### src/rtl/serial_xfer_ctrl.sv
// serial_xfer_ctrl: SPI mode-0 single-word transfer sequencer driving sclk/cs_n/mosi and capturing miso.
// Build option: define XFER_LSB_FIRST_EN for LSB-first bit order (default MSB first); timing is unchanged.
module serial_xfer_ctrl #(
  parameter int WIDTH   = 8,
  parameter int CLK_DIV = 4
) (
  input  logic             clk_i,
  input  logic             clr_n_i,
  input  logic             start_i,
  input  logic [WIDTH-1:0] tx_data_i,
  output logic             ready_o,
  output logic             done_o,
  output logic [WIDTH-1:0] rx_data_o,
  output logic             sclk_o,
  output logic             cs_n_o,
  output logic             mosi_o,
  input  logic             miso_i
);

  localparam int HPW = $clog2(CLK_DIV + 1);
  localparam int BCW = $clog2(WIDTH + 1);

  typedef enum logic [2:0] {
    S_IDLE,
    S_SETUP,
    S_HIGH,
    S_LOW,
    S_DONE
  } state_t;

  state_t           state_q, state_d;
  logic [HPW-1:0]   hp_cnt_q, hp_cnt_d;
  logic [BCW-1:0]   bit_cnt_q, bit_cnt_d;
  logic [WIDTH-1:0] tx_shift_q, tx_shift_d;
  logic [WIDTH-1:0] rx_shift_q, rx_shift_d;
  logic [WIDTH-1:0] rx_data_q, rx_data_d;
  logic             ready_q, ready_d;
  logic             done_q, done_d;
  logic             sclk_q, sclk_d;
  logic             cs_n_q, cs_n_d;
  logic             mosi_q, mosi_d;
  logic             phase_end;
  logic             more_bits;
  logic             rise;

  // Bit-order helpers: the only place the two build variants differ.
  function automatic logic first_bit(input logic [WIDTH-1:0] w);
`ifdef XFER_LSB_FIRST_EN
    return w[0];
`else
    return w[WIDTH-1];
`endif
  endfunction

  function automatic logic [WIDTH-1:0] shift_tx(input logic [WIDTH-1:0] w);
`ifdef XFER_LSB_FIRST_EN
    return {1'b0, w[WIDTH-1:1]};
`else
    return {w[WIDTH-2:0], 1'b0};
`endif
  endfunction

  function automatic logic [WIDTH-1:0] shift_rx(input logic [WIDTH-1:0] w, input logic b);
`ifdef XFER_LSB_FIRST_EN
    return {b, w[WIDTH-1:1]};
`else
    return {w[WIDTH-2:0], b};
`endif
  endfunction

  assign phase_end = (hp_cnt_q == HPW'(CLK_DIV - 1));
  assign more_bits = (bit_cnt_q < BCW'(WIDTH));

  always_comb begin
    state_d    = state_q;
    hp_cnt_d   = '0;
    bit_cnt_d  = bit_cnt_q;
    tx_shift_d = tx_shift_q;
    rx_shift_d = rx_shift_q;
    rx_data_d  = rx_data_q;
    ready_d    = ready_q;
    done_d     = 1'b0;
    sclk_d     = sclk_q;
    cs_n_d     = cs_n_q;
    mosi_d     = mosi_q;
    rise       = 1'b0;

    if (state_q inside {S_SETUP, S_HIGH, S_LOW})
      hp_cnt_d = phase_end ? '0 : hp_cnt_q + 1'b1;

    case (state_q)
      S_IDLE: begin
        if (start_i && ready_q) begin
          state_d    = S_SETUP;
          tx_shift_d = tx_data_i;
          cs_n_d     = 1'b0;
          ready_d    = 1'b0;
          mosi_d     = first_bit(tx_data_i);
        end
      end
      S_SETUP: begin
        if (phase_end) rise = 1'b1;
      end
      S_HIGH: begin
        if (phase_end) begin
          state_d = S_LOW;
          sclk_d  = 1'b0;
          // After the last bit the low phase is only a hold; mosi stays put.
          if (more_bits) begin
            tx_shift_d = shift_tx(tx_shift_q);
            mosi_d     = first_bit(shift_tx(tx_shift_q));
          end
        end
      end
      S_LOW: begin
        if (phase_end) begin
          if (more_bits) begin
            rise = 1'b1;
          end else begin
            state_d   = S_DONE;
            done_d    = 1'b1;
            rx_data_d = rx_shift_q;
            cs_n_d    = 1'b1;
            mosi_d    = 1'b0;
            bit_cnt_d = '0;
          end
        end
      end
      S_DONE: begin
        state_d = S_IDLE;
        ready_d = 1'b1;
      end
      default: state_d = S_IDLE;
    endcase

    // Rising sclk edge: miso is captured on the same clk edge that raises sclk.
    if (rise) begin
      state_d    = S_HIGH;
      sclk_d     = 1'b1;
      rx_shift_d = shift_rx(rx_shift_q, miso_i);
      bit_cnt_d  = bit_cnt_q + 1'b1;
    end
  end

  always_ff @(posedge clk_i) begin
    if (!clr_n_i) begin
      state_q    <= S_IDLE;
      hp_cnt_q   <= '0;
      bit_cnt_q  <= '0;
      tx_shift_q <= '0;
      rx_shift_q <= '0;
      rx_data_q  <= '0;
      ready_q    <= 1'b1;
      done_q     <= 1'b0;
      sclk_q     <= 1'b0;
      cs_n_q     <= 1'b1;
      mosi_q     <= 1'b0;
    end else begin
      state_q    <= state_d;
      hp_cnt_q   <= hp_cnt_d;
      bit_cnt_q  <= bit_cnt_d;
      tx_shift_q <= tx_shift_d;
      rx_shift_q <= rx_shift_d;
      rx_data_q  <= rx_data_d;
      ready_q    <= ready_d;
      done_q     <= done_d;
      sclk_q     <= sclk_d;
      cs_n_q     <= cs_n_d;
      mosi_q     <= mosi_d;
    end
  end

  assign ready_o   = ready_q;
  assign done_o    = done_q;
  assign rx_data_o = rx_data_q;
  assign sclk_o    = sclk_q;
  assign cs_n_o    = cs_n_q;
  assign mosi_o    = mosi_q;

endmodule
### config.mk
export PLATFORM = sky130hd
export DESIGN_NAME = serial_xfer_ctrl
export DESIGN_NICKNAME = d
export VERILOG_FILES = /design/src/rtl/serial_xfer_ctrl.sv
export SDC_FILE = /design/constraint.sdc
export NUM_CORES = 1
export LEC_CHECK = 0
export BUFFER_PORTS_ARGS = -buffer_cell sky130_fd_sc_hd__clkbuf_2
export CORE_UTILIZATION = 45
export DETAILED_ROUTE_END_ITERATION = 12
export PLACE_DENSITY_LB_ADDON = 0.08
export SLEW_MARGIN = 20
export SYNTH_ARGS = -nofsm -noshare
export SYNTH_HDL_FRONTEND = slang
export SYNTH_SLANG_ARGS = --single-unit
### constraint.sdc
create_clock -name clk_i -period 1.55 [get_ports clk_i]
set_input_delay 0.2325 -clock clk_i [delete_from_list [all_inputs] [get_ports clk_i]]
set_output_delay 0.2325 -clock clk_i [all_outputs]
set_load 0.05 [all_outputs]
* Word-level counts from Yosys, hierarchy flattened
Cells that the tools add are included.
** Storage, ports and cells
- Register bits :: 38
- Latch bits :: 0
- RAM bits :: 0
- ROM bits :: 0
- Input port bits :: 12
- Output and inout port bits :: 13
- Word-level logic and storage cells :: 90
- Memories :: 0
** Cells by class
- Add/subtract/negate cells :: 2
- Multiply operators :: 0
- Divide/modulo/power cells :: 0
- $lt $le $gt $ge :: 1
- Equal/unequal tests :: 16
- Shift operators :: 0
- Multiplexer cells :: 33
- Bitwise gates (word level) :: 4
- Reductions and logical operators :: 22
** Operators by type and width (count)
- 2-to-1 mux 7 bit :: 3
- 2-to-1 mux 4 bit :: 4
- 2-to-1 mux 1 bit :: 15
- one-hot mux 7 bit (2 select lines) :: 1
- 2-to-1 mux 3 bit :: 4
- inequality test 2 bit, second input constant :: 6
- inequality test 3 bit, second input constant :: 4
- one-hot mux 3 bit (4 select lines) :: 1
- nonzero test 2 bit :: 6
- AND reduction 5 bit :: 2
- == test 3 x 2 -> 1 bit, second input constant :: 3
- AND reduction 3 bit :: 3
- AND reduction 4 bit :: 2
- one-hot mux 1 bit (2 select lines) :: 3
- AND reduction 6 bit :: 1
- nonzero test 3 bit :: 2
- adder 4 x 1 -> 4 bit, second input constant :: 1
- less-than comparator 4 bit, second input constant :: 1
- NOT 1 bit :: 4
- AND reduction 2 bit :: 2
- adder 3 x 1 -> 3 bit, second input constant :: 1
- == test 3 x 1 -> 1 bit, second input constant :: 1
- == test 3 bit, second input constant :: 1
- logical NOT 3 bit :: 1
- 6 further kinds :: 6

* Longest topological paths before layout
- Word-level depth :: 6
- Depth in mapped cells :: 8

* Least setup slack after synthesis
No wires, ideal clock.
- Path kind :: reg2reg
- From :: register hp_cnt_q[0]
- To :: register bit_cnt_q[0]
- Arrival time :: 1476 ps
- Path slack :: -41 ps
- Stages on the path, launching flop included :: 9
- Path through :: dfxtp_1 > ha_1 > ha_1 > buf_2 > nand3b_1 > nand2b_1 > buf_4 > o21ai_0 > and2_1
** On the way
- Word-level cells in the longest chain between the ends :: 5
- Elaborated cells between the ends (all ways) :: 9
- Classes of those cells :: 2 x eq/ne; 4 x mux; 3 x reduce/logical
** Ends and longest elaborated chain
- from (decl) :: line 32 : logic [HPW-1:0] hp_cnt_q, hp_cnt_d;
- from (signal assigned) :: line 160 : hp_cnt_q <= hp_cnt_d;
- == test 3 x 2 -> 1 bit * :: line 71 : assign phase_end = (hp_cnt_q == HPW'(CLK_DIV - 1));
- 2-to-1 mux 1 bit, on equally long branches :: line 116, 102
- one-hot mux 1 bit (2 select lines) :: line 91 : case (state_q)
- inequality test 2 x 1 -> 1 bit (no source line) / nonzero test 2 bit (equally long branches)
- AND reduction 3 bit (no source line)
- to (signal assigned) :: line 161 : bit_cnt_q <= bit_cnt_d;
- to (decl) :: line 33 : logic [BCW-1:0] bit_cnt_q, bit_cnt_d;
Mark *: on every way between the ends. The rest lies on a longest branch, timed or not.
A chain may end at the register's enable or synchronous reset.

* Worst setup path in the final report
- From :: register hp_cnt_q[0]
- To :: register tx_shift_q[6]
** On the way
- Word-level cells in the longest chain between the ends :: 3
** Ends and longest elaborated chain
- == test 3 x 2 -> 1 bit :: line 71
- inequality test 2 bit (no source line)
- AND reduction 4 bit (no source line)
- to (signal assigned) :: line 162 : tx_shift_q <= tx_shift_d;
- to (decl) :: line 34 : logic [WIDTH-1:0] tx_shift_q, tx_shift_d;
Every way passes these cells.

==> impl_metrics.ini <==
[floorplanning]
num_rows = 21
die-area_um2 = 3790
pin_count = 25
fp.dieH_um = 61.6
initial_utilization_pct = 47.5
coreArea_um2 = 3360
die_w_um = 61.6

[sta]
max_freq_mhz = 669
finalHoldViolCount = 0
setup_ws_ps = 55.2
timing.final.crit_share_pct = 96.4
slew_viol_final = 0
post-route-min-period_ps = 1490
skew_ps = 9.05
grt_setup_unrepaired = true
setup_viol = 0
max_slew_margin_pct = 76.7
max_slew.worst_pin.slew_ps = 349

[finish]
num-nets-final = 215
final_area_um2 = 2050
drive_above_1_share_pct = 30.3
diodes = 0
syn_to_final_growth_pct = 28.3
fin_cells = 247

[pwr]
cellLeakagePower_nw = 0.894
p_comb_share_pct = 9.2
ir_worst_vdd_v = 0.000607
p_seq_share_pct = 49.0
p_int_mw = 1.65
powerDensity_nw_per_um2 = 1030
clkPwrFrac_pct = 41.7
switchingPower_uw = 457
swShare_pct = 21.7

[grt]
antenna_found_initial = 0
grt_start_max_net_pins = 14
grt_pass1_wl_um = 5140
grt.overflow.total = 0
grt_pass1_vias = 1137
grt_use_total_pct = 19.1

[cts]
clkTransAtPathRegs_ps = 120
cts_made_buffers = 5
root_buffer = clkbuf_4
clkLatencyLatePin_ps = 350
htree_levels = 2
clock_path_buffers = 2
cts_tree = built
clock-sinks = 38

[worst_setup_path]
cp.arrival_ps = 1750
crit_fanout = 7
cp_data_required_time_ps = 1810
critPathKind = register to register
cp-start-kind = register
end_kind = register

[run_status]
outcome = finished, final reports clean

[place]
placement.io_buffers = 24
post-place-ws_ps = 24.6
gp_congestion = 0.774
placed_cells = 234
dpl-instance-area_um2 = 1840
dp_hpwl_um = 2150

[detailed_routing]
vias = 1258
routedWlPerCell_um = 12.9
wl_um = 3180
vias_per_cell = 5.09
drc = 0
drtIter0Drc = 42
antenna_left = 0
drt_pass1_iterations = 4

[yosys]
yosys_warnings = 0
async_reset_ff_share_pct = 0
yosysSeqAreaShare_pct = 47.6
synth_edf_count = 0
yosys.area.top_type = dfxtp_1
synth_area_um2 = 1600
synth_nets = 178
ys_types = 35
synth_cells = 163
syn_avg_cell_area_um2 = 9.79
ys_top_cells_by_count = 38 x dfxtp_1, 34 x nand2_1, 11 x a21boi_0
synth_top_area_share_pct = 47.6
ys_seq_elements = 38
ys.flop_type = dfxtp_1
yosysMostFrequentCell = dfxtp_1
synth.area.top_cells = dfxtp_1 48%, nand2_1 8.0%, a21boi_0 5.2%

[job]
drv_cap = 0

[worst_hold_path]
hold_class = primary input to register
==> logic make-up (layout without fill, tap and decap cells) <==
logic type,Yosys count,after routing,share of synthesized area [%]
and+or+nand+nor,60,60,19.5
AOI/OAI and AO/OA,43,43,21.5
DFF,38,38,47.6
buffers and inverters,12,50,4.62
muxes,7,7,4.39
adders and majority gates,3,3,2.35
==> cell type report <==
| cell class | instances | area, um2 |
|---|---|---|
| fill | 319 | 1320 |
| multi-input combinational | 113 | 810 |
| sequential | 38 | 764 |
| timing repair buffer | 38 | 290 |
| clock inverter | 2 | 60.1 |
| tap | 46 | 57.6 |
| clock buffer | 6 | 51.3 |
| inverter | 4 | 15.0 |
==> power by group through the flow <==
stage	registers, mW	clock network [mW]	logic [mW]
after floorplan	1.07	0	0.101
after global placement	1.05	0	0.163
after detailed placement	1.05	0	0.167
after CTS	1.03	0.894	0.190
after global routing	1.04	0.936	0.215
final	1.03	0.879	0.194
==> cells in the final DEF, fill, tap and decap left out, types with 2 or more instances in the layout <==
master      n
a21boi_0    4
a21boi_1    7
a21oi_1     4
a22o_1      8
buf_12      3
buf_4       8
buf_6       2
bufinv_16   2
clkbuf_2   24
clkbuf_4    5
dfxtp_1    35
dfxtp_2     3
ha_4        2
inv_1       4
mux2i_1     7
nand2_1    32
nand2_4     2
nand2b_1    3
nand3_1     2
nand3b_1    3
nor2_1      6
nor2b_1     2
o211a_1     6
o21ai_0     7
==> metal layers <==
layer	vias up	wire length, um	global-route usage, %
li1	647	-	-
met1	581	1600	24.6
met2	24	1400	28.6
met3	6	136	7.98
met4	0	44	6.98
met5	-	0	0
==> worst paths after layout <==
check                              start                    endpoint  slack, ps  cells after the start
setup / recovery  hp_cnt_q[0]$_SDFF_PP0_  tx_shift_q[6]$_SDFFE_PN0P_         60                      8
hold / removal                    miso_i  rx_shift_q[0]$_SDFFE_PN0P_        100                      3
setup reg to reg  hp_cnt_q[0]$_SDFF_PP0_  tx_shift_q[6]$_SDFFE_PN0P_         60                      8
hold reg to reg      mosi_o$_SDFFE_PN0P_         mosi_o$_SDFFE_PN0P_        470                      2
==> critical path, stage by stage, from the launching register on <==
cell,delay [ps]
dfxtp_2,370
ha_4,140
ha_4,180
nand2_4,70
a221oi_4,220
buf_6,160
buf_12,110
nand2_1,50
o211a_1,120
==> metrics by stage <==
step	hold slack, ps	total power [mW]	util [%]	TNS, ps
after floorplan	377	1.17	-	-4.19
after global placement	410	1.22	54.7	0
after detailed placement	421	1.22	54.7	0
after CTS	112	2.12	59.5	0
after global routing	102	2.19	60.9	-286
final	98.2	2.11	60.9	0
==> registers in the layout, indices dropped and copies added (netlist names), 3 cells and up <==
| register | flops |
|---|---|
| bit_cnt_q | 4 |
| hp_cnt_q | 3 |
| rx_data_o | 8 |
| rx_shift_q | 8 |
| state_q | 3 |
| tx_shift_q | 7 |
==> timing repair <==
item | 4_1_cts | 5_1_grt
gates resized for setup | 5 | 10
cloned | 1 | 0
hold buffers | 0 | 0
setup endpoints to repair | 1 | 19
buffers inserted | 1 | 3
pin swaps | 1 | 1
(Power assumes the default switching activity.)
